**src/rtl/vga_pkg.sv**
```systemverilog
// VGA frame geometry shared by every stage of the video pipeline.
package vga_pkg;
    localparam int HOR_PIXELS = 1024;
    localparam int VER_PIXELS = 768;
endpackage

```
**src/rtl/pong_pkg.sv**
```systemverilog
// Pong game types and paddle geometry shared by draw_ball and draw_paddle.
package pong_pkg;
    typedef enum logic [1:0] {SERVE, MOVE, SCORE} ball_state_t;

    localparam int PADDLE_W   = 12;
    localparam int PADDLE_H   = 96;
    localparam int PADDLE_X_L = 32;
    localparam int PADDLE_X_R = vga_pkg::HOR_PIXELS - 32 - PADDLE_W;
endpackage

```
**src/rtl/ball_ctl.sv**
```systemverilog
// Ball motion: per-frame serve/move/score FSM with wall and paddle collisions.
// `BALL_SPEEDUP_EN: each paddle hit raises |dx| by one, capped at MAX_DX.
import vga_pkg::*;
import pong_pkg::*;

module ball_ctl #(
    parameter int BALL_SIZE    = 16,
    parameter int INIT_DX      = 4,
    parameter int INIT_DY      = 3,
    parameter int MAX_DX       = 12,
    parameter int PADDLE_X_L   = pong_pkg::PADDLE_X_L,
    parameter int PADDLE_W     = pong_pkg::PADDLE_W,
    parameter int PADDLE_H     = pong_pkg::PADDLE_H,
    parameter int SERVE_FRAMES = 60
) (
    input  logic               clk,
    input  logic               rst,
    input  logic               game_en,
    input  logic               vblnk,
    input  logic [10:0]        paddle_l_y,
    input  logic [10:0]        paddle_r_y,
    output logic signed [11:0] x,
    output logic signed [11:0] y,
    output logic               visible,
    output logic               score_l,
    output logic               score_r
);
    localparam int CW = $clog2(SERVE_FRAMES + 1);
    localparam logic signed [11:0] X_C   = 12'(HOR_PIXELS / 2 - BALL_SIZE / 2);
    localparam logic signed [11:0] Y_C   = 12'(VER_PIXELS / 2 - BALL_SIZE / 2);
    localparam logic signed [11:0] X_MAX = 12'(HOR_PIXELS - BALL_SIZE);
    localparam logic signed [11:0] Y_MAX = 12'(VER_PIXELS - BALL_SIZE);
    localparam logic signed [11:0] LX    = 12'(PADDLE_X_L + PADDLE_W);
    localparam logic signed [11:0] RX    = 12'(HOR_PIXELS - 32 - PADDLE_W - BALL_SIZE);
    localparam logic signed [11:0] IDX   = 12'(INIT_DX);
    localparam logic signed [11:0] IDY   = 12'(INIT_DY);
    localparam logic signed [11:0] MDX   = 12'(MAX_DX);
`ifdef BALL_SPEEDUP_EN
    localparam logic signed [11:0] DX_STEP = 12'sd1;
`else
    localparam logic signed [11:0] DX_STEP = 12'sd0;
`endif

    ball_state_t        state;
    logic [CW-1:0]      frame_cnt;
    logic signed [11:0] dx, dy, nx, ny, adx, ady, hit_dx;
    logic               vblnk_d, tick, ovl_l, ovl_r, hit_l, hit_r;

    assign tick    = vblnk & ~vblnk_d;
    assign visible = (state != SCORE);
    assign nx      = x + dx;
    assign ny      = y + dy;
    assign adx     = (dx < 0) ? -dx : dx;
    assign ady     = (dy < 0) ? -dy : dy;
    // With speed-up disabled DX_STEP is zero and the cap never engages.
    assign hit_dx  = (DX_STEP != 0 && adx >= MDX) ? MDX : adx + DX_STEP;

    assign ovl_l = (int'(y) < int'(paddle_l_y) + PADDLE_H) && (int'(y) + BALL_SIZE > int'(paddle_l_y));
    assign ovl_r = (int'(y) < int'(paddle_r_y) + PADDLE_H) && (int'(y) + BALL_SIZE > int'(paddle_r_y));
    assign hit_l = (dx < 0) && (nx <= LX) && (x >= LX) && ovl_l;
    assign hit_r = (dx > 0) && (nx >= RX) && (x <= RX) && ovl_r;

    always_ff @(posedge clk) begin
        if (rst) begin
            state     <= SERVE;
            frame_cnt <= '0;
            x         <= X_C;
            y         <= Y_C;
            dx        <= IDX;
            dy        <= IDY;
            vblnk_d   <= 1'b0;
            score_l   <= 1'b0;
            score_r   <= 1'b0;
        end else begin
            vblnk_d <= vblnk;
            score_l <= 1'b0;
            score_r <= 1'b0;
            if (!game_en) begin
                state     <= SERVE;
                frame_cnt <= '0;
                x         <= X_C;
                y         <= Y_C;
            end else if (tick) begin
                case (state)
                    SERVE: begin
                        if (frame_cnt == CW'(SERVE_FRAMES - 1)) begin
                            state     <= MOVE;
                            frame_cnt <= '0;
                        end else begin
                            frame_cnt <= frame_cnt + CW'(1);
                        end
                    end
                    MOVE: begin
                        if (ny <= 0) begin
                            y  <= '0;
                            dy <= ady;
                        end else if (ny >= Y_MAX) begin
                            y  <= Y_MAX;
                            dy <= -ady;
                        end else begin
                            y  <= ny;
                        end
                        // Serve velocity is loaded at exit; the ball is hidden until re-centred.
                        if (hit_l) begin
                            x  <= LX;
                            dx <= hit_dx;
                        end else if (hit_r) begin
                            x  <= RX;
                            dx <= -hit_dx;
                        end else if (nx < 0) begin
                            score_r <= 1'b1;
                            state   <= SCORE;
                            dx      <= -IDX;
                            dy      <= IDY;
                        end else if (nx > X_MAX) begin
                            score_l <= 1'b1;
                            state   <= SCORE;
                            dx      <= IDX;
                            dy      <= IDY;
                        end else begin
                            x <= nx;
                        end
                    end
                    default: begin
                        state <= SERVE;
                        x     <= X_C;
                        y     <= Y_C;
                    end
                endcase
            end
        end
    end
endmodule

```
**src/rtl/draw_ball.sv**
```systemverilog
// Ball overlay stage: registers the VGA stream with 1 clk latency and paints the ball.
// `BALL_SPEEDUP_EN enables paddle-hit speed-up inside ball_ctl.
import vga_pkg::*;
import pong_pkg::*;

module draw_ball #(
    parameter int          BALL_SIZE    = 16,
    parameter logic [11:0] BALL_COLOR   = 12'hfff,
    parameter int          INIT_DX      = 4,
    parameter int          INIT_DY      = 3,
    parameter int          MAX_DX       = 12,
    parameter int          PADDLE_X_L   = pong_pkg::PADDLE_X_L,
    parameter int          PADDLE_W     = pong_pkg::PADDLE_W,
    parameter int          PADDLE_H     = pong_pkg::PADDLE_H,
    parameter int          SERVE_FRAMES = 60
) (
    input  logic        clk,
    input  logic        rst,
    input  logic        game_en,
    input  logic [10:0] paddle_l_y,
    input  logic [10:0] paddle_r_y,
    input  logic [10:0] bg_vcount,
    input  logic        bg_vsync,
    input  logic        bg_vblnk,
    input  logic [10:0] bg_hcount,
    input  logic        bg_hsync,
    input  logic        bg_hblnk,
    input  logic [11:0] bg_rgb,
    output logic [10:0] ball_vcount,
    output logic        ball_vsync,
    output logic        ball_vblnk,
    output logic [10:0] ball_hcount,
    output logic        ball_hsync,
    output logic        ball_hblnk,
    output logic [11:0] ball_rgb,
    output logic        score_l,
    output logic        score_r
);
    localparam logic signed [11:0] BS = 12'(BALL_SIZE);

    logic signed [11:0] bx, by, hc, vc;
    logic               visible, in_box;

    ball_ctl #(
        .BALL_SIZE(BALL_SIZE), .INIT_DX(INIT_DX), .INIT_DY(INIT_DY), .MAX_DX(MAX_DX),
        .PADDLE_X_L(PADDLE_X_L), .PADDLE_W(PADDLE_W), .PADDLE_H(PADDLE_H),
        .SERVE_FRAMES(SERVE_FRAMES)
    ) u_ctl (
        .clk(clk), .rst(rst), .game_en(game_en), .vblnk(bg_vblnk),
        .paddle_l_y(paddle_l_y), .paddle_r_y(paddle_r_y),
        .x(bx), .y(by), .visible(visible), .score_l(score_l), .score_r(score_r)
    );

    assign hc     = $signed({1'b0, bg_hcount});
    assign vc     = $signed({1'b0, bg_vcount});
    assign in_box = visible && !bg_hblnk && !bg_vblnk &&
                    (hc >= bx) && (hc < bx + BS) && (vc >= by) && (vc < by + BS);

    always_ff @(posedge clk) begin
        if (rst) begin
            ball_vcount <= '0;
            ball_vsync  <= 1'b0;
            ball_vblnk  <= 1'b0;
            ball_hcount <= '0;
            ball_hsync  <= 1'b0;
            ball_hblnk  <= 1'b0;
            ball_rgb    <= '0;
        end else begin
            ball_vcount <= bg_vcount;
            ball_vsync  <= bg_vsync;
            ball_vblnk  <= bg_vblnk;
            ball_hcount <= bg_hcount;
            ball_hsync  <= bg_hsync;
            ball_hblnk  <= bg_hblnk;
            ball_rgb    <= in_box ? BALL_COLOR : bg_rgb;
        end
    end
endmodule

```
**config.mk**
```make
export PLATFORM = sky130hd
export DESIGN_NAME = draw_ball
export DESIGN_NICKNAME = d
export VERILOG_FILES = /design/src/rtl/vga_pkg.sv /design/src/rtl/pong_pkg.sv /design/src/rtl/ball_ctl.sv /design/src/rtl/draw_ball.sv
export SDC_FILE = /design/constraint.sdc
export NUM_CORES = 1
export LEC_CHECK = 0
export BUFFER_PORTS_ARGS = -buffer_cell sky130_fd_sc_hd__buf_2
export CORE_ASPECT_RATIO = 1.25
export CORE_MARGIN = 2
export CORE_UTILIZATION = 55
export CTS_CLUSTER_SIZE = 20
export DETAILED_ROUTE_END_ITERATION = 10
export GPL_TIMING_DRIVEN = 1
export MAX_ROUTING_LAYER = met4
export PLACE_DENSITY = 0.8
export SETUP_SLACK_MARGIN = 0.05
export SKIP_CTS_REPAIR_TIMING = 1
export SLEW_MARGIN = 20
export SYNTH_ARGS = -nofsm -noshare
export SYNTH_HDL_FRONTEND = slang
export SYNTH_SLANG_ARGS = --single-unit
```
**constraint.sdc**
```tcl
create_clock -name clk -period 3.79 [get_ports clk]
set_clock_uncertainty 0.2 [all_clocks]
set_input_delay 0.758 -clock clk [delete_from_list [all_inputs] [get_ports clk]]
set_output_delay 0.758 -clock clk [all_outputs]
set_load 0.02 [all_outputs]
```
==> flow_summary.ini <==
[yosys]
synthSimpleGateAreaFrac_pct = 19.8
synth_edf_count = 0
synth_top_family_by_area = compound AO/OA/AOI/OAI gates
muxShareOfSynthArea_pct = 2.44
synth_fa_ha_area_share_pct = 16.2
yosys-top-cells-area = dfxtp_1 23%, ha_1 16%, o21ai_0 3.8%
synth_xor_area_share_pct = 6.27
avgSynthCellArea_um2 = 8.04
synth_cell_type_count = 82
yosys_warnings = 0
synth.most_common_cell = ha_1
synth_area_um2 = 8220
yosys.area.top_type = dfxtp_1
synth-seq-cells = 94
yosysSeqAreaShare_pct = 22.9
syn-num-nets = 1191
ys_async_sr_fraction_pct = 0
synth-main-ff-cell = dfxtp_1
synth_compound_area_share_pct = 26.3
syn_inst = 1022
yosysTopAreaCellShare_pct = 22.9
synthTopCellsByCount = 105 x ha_1, 94 x dfxtp_1, 77 x inv_1, 76 x nor2_1, 63 x o21ai_0

[worst_setup_path]
endpoint_kind = register
path_cells = ha_1, fa_1, a211o_1, and2_1, o211ai_1, nand4_1, a32oi_1, nand2_1, or4_1, and3b_1, o22a_1
rr_worst_depth = 11
startpoint_type = register
worst-path-max-fanout = 6
startpoint = u_ctl.dy[0]
critPathKind = register to register
cp.arrival_ns = 3.66
critPathMaxStageDelay_ns = 0.46
regToRegEndpoint = u_ctl.dy[2]
slowest_stage = fa_1
cp.required_ns = 3.84
reg2reg_setup_slack_ns = 0.17
r2r_start = u_ctl.dy[0]

[global_routing]
grt_overflow_total = 0
grt_pass1_vias = 7619
track_usage_pct = 29.0
grt_max_degree = 24
grt_pass1_wl_um = 36700
antenna_found_initial = 0

[cts]
cts-htree-levels = 3
cts_root_buf = clkbuf_16
cts.sinks = 94
cts_buffers = 9
clockBufferDepth = 2
cts.clk_slew.worst_paths_ns = 0.07
cts_tree = built
clk-insertion-delay-late_ns = 0.35

[placement]
hpwl_um = 18100
dp_slack_ns = -0.0770
port_buffers = 102
postPlaceCellArea_um2 = 9150
place_congestion = 1.00

[route]
wire_per_inst_um = 17.1
routed_wl_um = 22700
ant_nets = 0
via_count = 8031
drt_iter0_drc = 487
viasPerCell = 6.06
dr.pass1.iters = 5
drcViolationCount = 0

[final_layout]
antenna_cells = 0
syn2layout_area_growth_pct = 15.1
drive_gt1_share_pct = 17.6
multi_input_area_um2 = 5870
stdcell_area_um2 = 9460
nNetsFinal = 1312
num-fill-cells = 1247
post-route-util_pct = 65.1
regArea_um2 = 1880

[sta]
worst_pin_slew_ns = 0.782
drv_slew = 0
timing_hold_violations_final = 0
relSlewSlack_pct = 47.8
post-route-min-period_ns = 3.62
finalSetupTns_ns = 0
clock.fmax_mhz = 276
worst_slack_ns = 0.172
rsz0062_at_grt = yes
setup_viol_count_final = 0
min_period_over_period_pct = 95.5

[power]
finalPower_mw = 2.17
p_comb_share_pct = 14.3
p_switching_mw = 0.579
irDropWorstVdd_mv = 0.256
power_leakage_nw = 4.40
internal_power_mw = 1.59
p_clk_share_pct = 38.6
switching_share_pct = 26.7
seqPwrFrac_pct = 47.1
powerDensity_nw_per_um2 = 229

[min_path]
hp-start = u_ctl.x[1]
hold-path-endpoint = u_ctl.x[1]
hold_path_class = register to register
hold_depth = 2

[die]
fp-row-count = 49
initial_core_util_pct = 56.6
core_region_area_um2 = 14500
ios = 103
dieWidth_um = 113
die-area_um2 = 15900
fp.dieH_um = 141

[outcome]
outcome = completed

[run]
cap_violations = 0
worst max-delay path: cells and delay by family, from the launching register on:
kind                     cells  cell delay, ns
AO/OA/AOI/OAI                4            1.03
adder cells (fa/ha/maj)      2            0.73
AND/OR/NAND/NOR              5            1.17
flip-flops                   1            0.38
registers in the layout, indices dropped and copies added, names as in the netlist, named ones only:
signal and flops:
u_ctl.dy 12, u_ctl.x 11, u_ctl.score_r 1, u_ctl.state 2, ball_hsync 1, ball_vsync 1
u_ctl.dx 10, ball_vcount 11, u_ctl.frame_cnt 6, ball_hcount 11, ball_hblnk 1, u_ctl.y 12
u_ctl.score_l 1, ball_rgb 12, u_ctl.vblnk_d 1
power groups by stage:
| stage | combinational [mW] | sequential, mW | clock [mW] |
|---|---|---|---|
| after global placement | 0.295 | 1.04 | 0 |
| after CTS | 0.304 | 1.02 | 0.847 |
| after detailed placement | 0.302 | 1.04 | 0 |
| final | 0.309 | 1.02 | 0.836 |
| after floorplan | 0.161 | 1.07 | 0 |
| after global routing | 0.341 | 1.02 | 0.894 |
layer usage:
layer | up-vias | wire length [µm] | track usage [%]
met2 | 234 | 11100 | 49.0
met1 | 3728 | 9500 | 33.5
met5 | - | 0 | -
met4 | 0 | 1060 | 13.2
li1 | 4002 | - | -
met3 | 67 | 1060 | 5.16
through the flow:
step                      hold WS (ns)  instances
after floorplan                  0.265       1022
after detailed placement         0.310       1309
after global routing             0.342       1325
after global placement           0.295       1309
final                            0.319       1325
after CTS                        0.315       1324
layout by cell type (no fill, tap or decap), types with 9 or more instances in the layout:
cell type | netlist | layout
xor2_1 | 29 | 29
nor2b_1 | 36 | 36
and3_1 | 9 | 9
a21oi_1 | 54 | 54
o211ai_1 | 13 | 13
nand3_1 | 29 | 29
mux2i_1 | 14 | 14
nor2_1 | 76 | 75
a22oi_1 | 9 | 9
buf_2 | 7 | 102
nand2_1 | 62 | 62
clkbuf_16 | 0 | 9
ha_1 | 105 | 104
o21ai_0 | 63 | 62
nand4_1 | 20 | 20
a21o_1 | 15 | 15
nor3_1 | 29 | 29
inv_1 | 77 | 77
a31oi_1 | 14 | 13
nor4_1 | 12 | 12
xnor2_1 | 28 | 26
buf_4 | 0 | 51
dfxtp_1 | 94 | 94
a211oi_1 | 10 | 10
o21a_1 | 13 | 13
o2bb2ai_1 | 13 | 13
cell families after synthesis:
logic type                 Yosys count
AOI/OAI and AO/OA                  304
xor gates and xnor gates            58
adders and majority gates          106
buffers and inverters              122
DFF                                 94
muxes                               19
and+or+nand+nor                    319
worst max path at each step:
stage | end | slack, ns | depth (start not counted)
final | u_ctl.dy[2] | 0.17 | 11
after global routing | u_ctl.dy[4] | 0.01 | 11
after CTS | u_ctl.dy[4] | 0.12 | 11
after detailed placement | u_ctl.x[3] | -0.08 | 16
after global placement | u_ctl.x[3] | 0.02 | 16
after floorplan | u_ctl.dx[10] | 0.23 | 15
final cells by class:
cell class / instances / area share (%)
Inverter: 77 / 3.06
Sequential cell: 94 / 19.9
Clock buffer: 10 / 2.42
Tap cell: 178 / 2.35
Clock inverter: 5 / 0.384
Multi-Input combinational cell: 806 / 62.0
Timing Repair Buffer: 155 / 9.87
(Power assumes the default switching activity.)
